[src/rtl/cache_fill_if.sv]
// Signals between one cache fill engine, the CPU miss logic, main memory and the cache arrays.
interface cache_fill_if #(
    parameter int ADDR_W      = 16,
    parameter int BLOCK_WORDS = 8
);
    localparam int IDX_W = $clog2(BLOCK_WORDS);

    logic              miss_detected;
    logic [ADDR_W-1:0] miss_address;
    logic              fsm_busy;
    logic              mem_req;
    logic [ADDR_W-1:0] memory_address;
    logic              memory_valid;
    logic [15:0]       memory_data;
    logic              write_data_array;
    logic [IDX_W-1:0]  data_word_index;
    logic [15:0]       fill_data;
    logic              write_tag_array;

    modport master (
        input  miss_detected, miss_address, memory_valid, memory_data,
        output fsm_busy, mem_req, memory_address,
               write_data_array, data_word_index, fill_data, write_tag_array
    );

    modport slave (
        output miss_detected, miss_address, memory_valid, memory_data,
        input  fsm_busy, mem_req, memory_address,
               write_data_array, data_word_index, fill_data, write_tag_array
    );
endinterface

[src/rtl/cache_fill_fsm.sv]
// Cache miss engine: stalls the CPU, streams one block from memory into the data array,
// then writes the tag/valid entry.
module cache_fill_fsm #(
    parameter int BLOCK_WORDS = 8,
    parameter int ADDR_W      = 16
) (
    input  logic         clk,
    input  logic         rst,
    cache_fill_if.master bus
);
    localparam int IDX_W = $clog2(BLOCK_WORDS);
    localparam int OFF_W = IDX_W + 1;
    localparam logic [IDX_W:0]    WORDS     = (IDX_W + 1)'(BLOCK_WORDS);
    localparam logic [IDX_W:0]    LAST_WORD = (IDX_W + 1)'(BLOCK_WORDS - 1);
    localparam logic [ADDR_W-1:0] OFF_MASK  = ADDR_W'(2 * BLOCK_WORDS - 1);
    localparam logic [IDX_W:0]    CNT_ONE   = {{IDX_W{1'b0}}, 1'b1};

    typedef enum logic {IDLE, FILL} state_t;

    state_t            stateReg, stateNext;
    logic [ADDR_W-1:0] baseReg, baseNext;
    logic [IDX_W:0]    reqCountReg, reqCountNext;
    logic [IDX_W:0]    rcvCountReg, rcvCountNext;
    logic [IDX_W-1:0]  reqWord;
    logic              fsmBusy, memReq, writeData, writeTag;

    always_ff @(posedge clk) begin
        if (rst) begin
            stateReg    <= IDLE;
            baseReg     <= '0;
            reqCountReg <= '0;
            rcvCountReg <= '0;
        end else begin
            stateReg    <= stateNext;
            baseReg     <= baseNext;
            reqCountReg <= reqCountNext;
            rcvCountReg <= rcvCountNext;
        end
    end

    always_comb begin
        stateNext    = stateReg;
        baseNext     = baseReg;
        reqCountNext = reqCountReg;
        rcvCountNext = rcvCountReg;
        fsmBusy      = 1'b0;
        memReq       = 1'b0;
        writeData    = 1'b0;
        writeTag     = 1'b0;
        unique case (stateReg)
            IDLE: begin
                fsmBusy = bus.miss_detected;
                if (bus.miss_detected) begin
                    baseNext     = bus.miss_address & ~OFF_MASK;
                    reqCountNext = '0;
                    rcvCountNext = '0;
                    stateNext    = FILL;
                end
            end
            FILL: begin
                fsmBusy = 1'b1;
                if (reqCountReg < WORDS) begin
                    memReq       = 1'b1;
                    reqCountNext = reqCountReg + CNT_ONE;
                end
                // Reception is driven purely by memory_valid; it may overlap issuing.
                if (bus.memory_valid) begin
                    writeData    = 1'b1;
                    rcvCountNext = rcvCountReg + CNT_ONE;
                    if (rcvCountReg == LAST_WORD) begin
                        writeTag  = 1'b1;
                        stateNext = IDLE;
                    end
                end
            end
            default: stateNext = IDLE;
        endcase
    end

    // Once every request is out, the address output parks on the last one issued.
    assign reqWord = (reqCountReg >= WORDS) ? LAST_WORD[IDX_W-1:0] : reqCountReg[IDX_W-1:0];

    assign bus.fsm_busy         = fsmBusy;
    assign bus.mem_req          = memReq;
    assign bus.memory_address   = baseReg + {{(ADDR_W - OFF_W){1'b0}}, reqWord, 1'b0};
    assign bus.write_data_array = writeData;
    assign bus.data_word_index  = rcvCountReg[IDX_W-1:0];
    assign bus.fill_data        = bus.memory_data;
    assign bus.write_tag_array  = writeTag;
endmodule

[src/flat_wrapper.sv]
// flat-port wrapper written by rule: the top's interface ports become plain ports
module cache_fill_fsm_flat 
#(
    parameter int BLOCK_WORDS = 8,
    parameter int ADDR_W      = 16
)
  (clk, rst, bus_miss_detected, bus_miss_address, bus_memory_valid, bus_memory_data, bus_fsm_busy, bus_mem_req, bus_memory_address, bus_write_data_array, bus_data_word_index, bus_fill_data, bus_write_tag_array);
  cache_fill_if #(.ADDR_W(ADDR_W), .BLOCK_WORDS(BLOCK_WORDS)) bus_i ();
  input  logic clk;
  input  logic rst;
  input wire logic [$bits(bus_i.miss_detected)-1:0] bus_miss_detected;
  input wire logic [$bits(bus_i.miss_address)-1:0] bus_miss_address;
  input wire logic [$bits(bus_i.memory_valid)-1:0] bus_memory_valid;
  input wire logic [$bits(bus_i.memory_data)-1:0] bus_memory_data;
  output wire logic [$bits(bus_i.fsm_busy)-1:0] bus_fsm_busy;
  output wire logic [$bits(bus_i.mem_req)-1:0] bus_mem_req;
  output wire logic [$bits(bus_i.memory_address)-1:0] bus_memory_address;
  output wire logic [$bits(bus_i.write_data_array)-1:0] bus_write_data_array;
  output wire logic [$bits(bus_i.data_word_index)-1:0] bus_data_word_index;
  output wire logic [$bits(bus_i.fill_data)-1:0] bus_fill_data;
  output wire logic [$bits(bus_i.write_tag_array)-1:0] bus_write_tag_array;
  assign bus_i.miss_detected = bus_miss_detected;
  assign bus_i.miss_address = bus_miss_address;
  assign bus_i.memory_valid = bus_memory_valid;
  assign bus_i.memory_data = bus_memory_data;
  assign bus_fsm_busy = bus_i.fsm_busy;
  assign bus_mem_req = bus_i.mem_req;
  assign bus_memory_address = bus_i.memory_address;
  assign bus_write_data_array = bus_i.write_data_array;
  assign bus_data_word_index = bus_i.data_word_index;
  assign bus_fill_data = bus_i.fill_data;
  assign bus_write_tag_array = bus_i.write_tag_array;
  cache_fill_fsm #(.BLOCK_WORDS(BLOCK_WORDS), .ADDR_W(ADDR_W)) u_core (.clk(clk), .rst(rst), .bus(bus_i));
endmodule
[config.mk]
export PLATFORM = sky130hd
export DESIGN_NAME = cache_fill_fsm_flat
export DESIGN_NICKNAME = d
export VERILOG_FILES = /design/src/rtl/cache_fill_if.sv /design/src/rtl/cache_fill_fsm.sv /design/src/flat_wrapper.sv
export SDC_FILE = /design/constraint.sdc
export NUM_CORES = 1
export LEC_CHECK = 0
export CORE_MARGIN = 2
export CORE_UTILIZATION = 36
export DETAILED_ROUTE_END_ITERATION = 12
export HOLD_SLACK_MARGIN = 0.15
export PLACE_DENSITY_LB_ADDON = 0.05
export SLEW_MARGIN = 20
export SYNTH_ARGS = -nofsm -noshare
export SYNTH_HDL_FRONTEND = slang
export SYNTH_SLANG_ARGS = --single-unit
[constraint.sdc]
create_clock -name clk -period 3.1 [get_ports clk]
set_input_delay 0.465 -clock clk [delete_from_list [all_inputs] [get_ports clk]]
set_output_delay 0.465 -clock clk [all_outputs]
set_load 0.005 [all_outputs]
==> qor.txt, run 1 <==
Max_slew headroom -> 42.4%
Vias in the first global route -> 758
Routed WL per cell -> 12.3 um
Gates resized, CTS repair -> 0
Worst path arrival time -> 1.91 ns
Register area share after synthesis -> 41.2%
Initial Util -> 37.3%
P_sw -> 0.131 mW
RSZ-0062 raised after global routing -> false
TritonCTS Sinks -> 21
Slew Limit Fails -> 0
Max Fanout on Critical Path -> 7
DRT iter0 DRCs -> 11
Synth warn -> 0
Setup TNS -> 0 ns
Synth top area cells -> dfxtp_1, buf_4, nand2_1, a21oi_1, ha_1
Share of the synthesized area in the top cell type -> 41.2%
R2r startpoint -> u_core.stateReg
Synthesis-to-layout area growth -> 25.6%
Final Setup Violations -> 0
CTS Buf Count -> 3
Clock power frac -> 26.4%
Clk_lat worst skew -> 0.31 ns
Synthesized area -> 1020 um2
Final HPWL DP -> 1480 um
Reg power frac -> 56.8%
Logic pwr share -> 16.8%
Root Buffer -> clkbuf_4
CP max stage cell -> clkdlybuf4s50_1
Worst VDD drop -> 0.000267 V
Worst setup EP type -> output port
Post-Syn Nets -> 165
Cells after Synth -> 126
Net count, final -> 182
Startpoint type of the worst setup path -> input port
Via-to-Cell Ratio -> 4.86
DIE AREA -> 3270 um2
Yosys cell types -> 23
Syn_area_per_cell -> 8.09 um2
H-tree levels -> 1
Via count -> 840
Largest net degree at the start of global routing -> 22
Outcome -> finished, final reports clean
Pin slew with the least headroom to its limit -> 0.861 ns
CTS tree -> yes
Fin area -> 1280 um2
Kind of critical path -> input port to output port
Postcts setup bufs -> 0
Max-capacitance violation count -> 0
Switching part of the total -> 25.5%
Register bit total from synthesis -> 21
Initial antenna violation count -> 0
Drt total wl -> 2130 um
GP Congestion -> 0.697
DRT antenna net count -> 0
I/O pin cnt -> 75
Hold path startpoint -> u_core.baseReg[8]
CP top delay family -> buffers and inverters
Int Pwr -> 0.381 mW
P_leak -> 0.488 nW
Post-CTS Hold Buffers -> 0
GRT Util Overall -> 12.7%
Final Hold Vio Count -> 0
CTS Buffer Depth -> 2
Period utilization -> 76.5%
Crit-path cells -> clkdlybuf4s50_1 -> nand2_2 -> nor3_1 -> clkdlybuf4s50_1
Cell mode on critical path -> clkdlybuf4s50_1
Ant diodes -> 0
DR DRC count -> 0
Largest area contributor in the netlist -> dfxtp_1
Core area -> 2730 um2
First-pass GRT wire length -> 3300 um
Die height -> 57.2 um
Std cell rows -> 19
Worst clock skew -> 0.00385 ns
Fmax -> 422 MHz
Port Buf Inserts -> 37
Grt total ovfl -> 0
Worst Path Buf+Inv -> 2
Die W -> 57.2 um
Worst path required time -> 2.63 ns
CTS clk-pin slew, worst paths -> 0.12 ns
Ratio of cells with drive above 1 in the final layout -> 5.63%
FILL cells -> 276
Drt first pass iters -> 3
Worst hold-check path type -> flop to flop
Critical Path Max Stage Delay -> 0.56 ns
P per Cell Area -> 400 nW/um2
Final min period -> 2.37 ns
Post-Place Cell Area -> 1250 um2
Worst Setup SP -> bus_memory_valid
[routing by layer]
layer  GRT usage (%)  up-vias  part of all wire, %  wire (um)
li1                -      419                    -          -
met1            15.4      380                   43        922
met2            19.9       36                   46        969
met3            4.54        5                  9.4        199
met4            6.64        0                  1.6         35
met5               0        -                    0          0
[cells by family (layout without fill, tap and decap cells)]
group / Yosys count / in the layout / share of synthesized area (%)
xor gates and xnor gates: 1 / 1 / 0.859
buffers and inverters: 30 / 46 / 19.0
adders and majority gates: 3 / 3 / 3.68
and+or+nand+nor: 48 / 48 / 21.7
DFF: 21 / 21 / 41.2
other: 1 / 1 / 0.368
AOI/OAI and AO/OA: 21 / 21 / 11.7
muxes: 1 / 1 / 1.47
[worst register-to-register path, stage by stage (launching register included)]
cell and delay [ns]:
dfxtp_1 0.47, nand2b_1 0.59, o211ai_1 0.19, a21oi_1 0.16
[cell usage after synthesis]
cell type,instances
nand2_1,28
buf_4,21
dfxtp_1,21
a21oi_1,18
inv_1,5
nand3_1,5
nor3_1,4
ha_1,3
nand2b_1,3
or2_1,3
buf_2,2
clkbuf_1,2
a211oi_2,1
a41oi_1,1
and2b_4,1
conb_1,1
mux2_4,1
nand2_2,1
nand3b_1,1
nor2_1,1
o211ai_1,1
or3_1,1
xor2_1,1
[cell usage in the layout (no fill, tap or decap)]
cell type | netlist | final
conb_1 | 1 | 1
a211oi_2 | 1 | 1
a21oi_1 | 18 | 18
nand3b_1 | 1 | 1
inv_1 | 5 | 5
or3_1 | 1 | 1
nor3_1 | 4 | 4
nand2_1 | 28 | 28
ha_1 | 3 | 3
o211ai_1 | 1 | 1
nand2b_1 | 3 | 3
and2b_4 | 1 | 1
xor2_1 | 1 | 1
dfxtp_1 | 21 | 21
a41oi_1 | 1 | 1
clkdlybuf4s50_1 | 0 | 37
nor2_1 | 1 | 1
nand2_2 | 1 | 1
or2_1 | 3 | 3
mux2_4 | 1 | 1
clkbuf_4 | 0 | 3
nand3_1 | 5 | 5
clkinv_2 | 0 | 1
[power groups by stage]
stage	clock (mW)	combinational (mW)	sequential, mW
finish	0.135	0.0859	0.291
global route	0.153	0.0940	0.293
CTS	0.142	0.0873	0.291
detailed placement	0	0.0869	0.297
global placement	0	0.0868	0.296
floorplan	0	0.0547	0.296
[worst paths after layout]
kind,endpoint,slack [ns],cells after the start
setup / recovery,bus_write_tag_array,0.73,4
hold / removal,u_core.baseReg[8],0.46,2
setup reg to reg,u_core.rcvCountReg[3],1.62,3
hold reg to reg,u_core.baseReg[8],0.46,2
[state kept, by name (all words and copies together) (netlist names)]
signal	count
u_core.reqCountReg	4
u_core.baseReg	12
u_core.stateReg	1
u_core.rcvCountReg	4
[per-stage QoR]
step	util (%)	hold WS (ns)	power, mW	worst slack, ns	std cells
after global placement	45.9	0.442	0.383	0.710	169
after floorplan	-	0.453	0.351	1.83	126
after global routing	46.9	0.484	0.541	0.662	173
after CTS	46.9	0.463	0.520	0.714	173
final	46.9	0.461	0.512	0.729	173
after detailed placement	45.9	0.446	0.384	0.728	169
[layout make-up]
cell class	instances	area, um2	area share [%]
Timing Repair Buffer	37	370	28.9
Tap cell	31	38.8	3.03
Inverter	5	18.8	1.46
Clock buffer	3	22.5	1.76
Sequential cell	21	420	32.8
Clock inverter	1	5.00	0.391
Multi-Input combinational cell	75	405	31.6
No activity file was read; power rests on OpenSTA's default activity.
==> run 2, diff against run 1 <==
CORE_UTILIZATION = 34   (was 36)
clock period = 2.3 ns   (was 3.1 ns; I/O delays follow)
==> run 2 against run 1 <==
Net effect: combinational power grew 36%; critical path depth unchanged; largest cell class unchanged; the flow now finishes with violations (DRC); global-route usage grew 0.41 points; power up 33%.
==> qor.txt, run 2 (same netlist as run 1, synthesis figures left out) <==
Die W -> 58.8 um
Ratio of cells with drive above 1 in the final layout -> 4.93%
Grt total ovfl -> 0
Pin slew with the least headroom to its limit -> 0.822 ns
FILL cells -> 291
Final Hold Vio Count -> 0
Postcts setup bufs -> 0
Ant diodes -> 0
CTS Buffer Depth -> 2
Top flop regs -> u_core.baseReg: 12 flops, u_core.rcvCountReg: 4 flops, u_core.reqCountReg: 4 flops
Drt first pass iters -> 8
RSZ-0062 raised after global routing -> false
Most frequent cells in the layout -> clkdlybuf4s50_1, nand2_1, dfxtp_1
DR DRC count -> 5
Max-capacitance violation count -> 0
Kind of critical path -> flop to output port
Setup TNS -> 0 ns
Period utilization -> 90.5%
Worst VDD drop -> 0.000342 V
Net count, final -> 182
CP max stage cell -> clkdlybuf4s50_1
Startpoint type of the worst setup path -> flop
GP Congestion -> 0.678
Gates resized, CTS repair -> 0
Std cell rows -> 19
Commonest non-fill, non-tap cell in the layout -> clkdlybuf4s50_1
Fmax -> 481 MHz
Largest net degree at the start of global routing -> 22
Routed WL per cell -> 12.4 um
First-pass GRT wire length -> 3480 um
Dpl cells -> 169
Via count -> 831
Synthesis-to-layout area growth -> 25.5%
Outcome -> complete, but fails checks
Worst clock skew -> 0.00171 ns
Multi-input gate area -> 405 um2
TritonCTS Sinks -> 21
Post-CTS Hold Buffers -> 0
Root Buffer -> clkbuf_4
Worst hold-check path type -> flop to flop
CTS Buf Count -> 3
Worst setup EP type -> output port
Failing checks -> DRC
I/O pin cnt -> 75
Initial antenna violation count -> 0
Drt total wl -> 2150 um
Register area -> 420 um2
Layout Cells excl Fill -> 173
DIE AREA -> 3450 um2
Largest Register -> u_core.baseReg
Final HPWL DP -> 1530 um
Final min period -> 2.08 ns
Critical Path Max Stage Delay -> 0.54 ns
GRT Util Overall -> 13.1%
DRT antenna net count -> 0
Post-layout util -> 45.6%
Initial Util -> 36.4%
Crit-path cells -> ha_1 -> nand2_1 -> nor3_1 -> clkdlybuf4s50_1
Die height -> 58.8 um
Max reg flops -> 12
P_leak -> 0.485 nW
DRT iter0 DRCs -> 44
H-tree levels -> 1
Max_slew headroom -> 45.0%
Via-to-Cell Ratio -> 4.80
CTS clk-pin slew, worst paths -> 0.11 ns
CTS tree -> yes
Worst path required time -> 1.96 ns
Worst path arrival time -> 1.74 ns
P per Cell Area -> 533 nW/um2
Final Setup Violations -> 0
Clk_lat worst skew -> 0.30 ns
Core area -> 2810 um2
Slew Limit Fails -> 0
Port Buf Inserts -> 37
Max Fanout on Critical Path -> 5
Vias in the first global route -> 817
==> run 2: changes by cell type in the layout (fill, tap and decap cells not counted), sizes merged <==
cell and delta:
clkbuf +1, clkinv -1
==> run 2: final timing paths <==
kind | slack, ns | depth (start not counted) | endpoint | start
min reg2reg | 0.46 | 2 | u_core.baseReg[13] | u_core.baseReg[13]
max reg2reg | 0.83 | 3 | u_core.rcvCountReg[3] | u_core.stateReg
min | 0.46 | 2 | u_core.baseReg[13] | u_core.baseReg[13]
max | 0.22 | 4 | bus_write_tag_array | u_core.rcvCountReg[0]
==> run 2: cell type report <==
cell class	count	area share, %
sequential	21	32.8
multi-input combinational	75	31.7
timing repair buffer	37	28.9
tap	31	3.03
clock buffer	4	2.05
inverter	5	1.47
==> run 2: routing by layer <==
layer	share of wire [%]	global-route usage, %	wire length (um)
met5	0	0	0
met4	1.8	6.17	38
met3	8.5	5.49	183
met2	48	21.3	1030
met1	42	14.9	898
==> run 2: stage by stage <==
| stage | cell area, um2 | setup slack, ns | power [mW] | hold WS [ns] |
|---|---|---|---|---|
| 3_3_place_gp | 1250 | 0.246 | 0.517 | 0.441 |
| 2_1_floorplan | 1020 | 1.15 | 0.473 | 0.424 |
| 3_5_place_dp | 1250 | 0.217 | 0.519 | 0.451 |
| 5_1_grt | 1280 | 0.0601 | 0.726 | 0.485 |
| 4_1_cts | 1280 | 0.179 | 0.699 | 0.468 |
| 6_report | 1280 | 0.219 | 0.683 | 0.464 |
==> run 2: critical path, delay by kind of cell, from the launching register on <==
| family | cells | cell delay, ns |
|---|---|---|
| adders and majority gates | 1 | 0.23 |
| buffers and inverters | 1 | 0.54 |
| DFF | 1 | 0.42 |
| and+or+nand+nor | 2 | 0.25 |
==> run 2: power breakdown <==
group	total, mW	leakage, nW	internal [mW]	switching (mW)
clock	0.174	0.0150	0.0676	0.106
combinational	0.117	0.298	0.0692	0.0474
sequential	0.393	0.172	0.380	0.0125
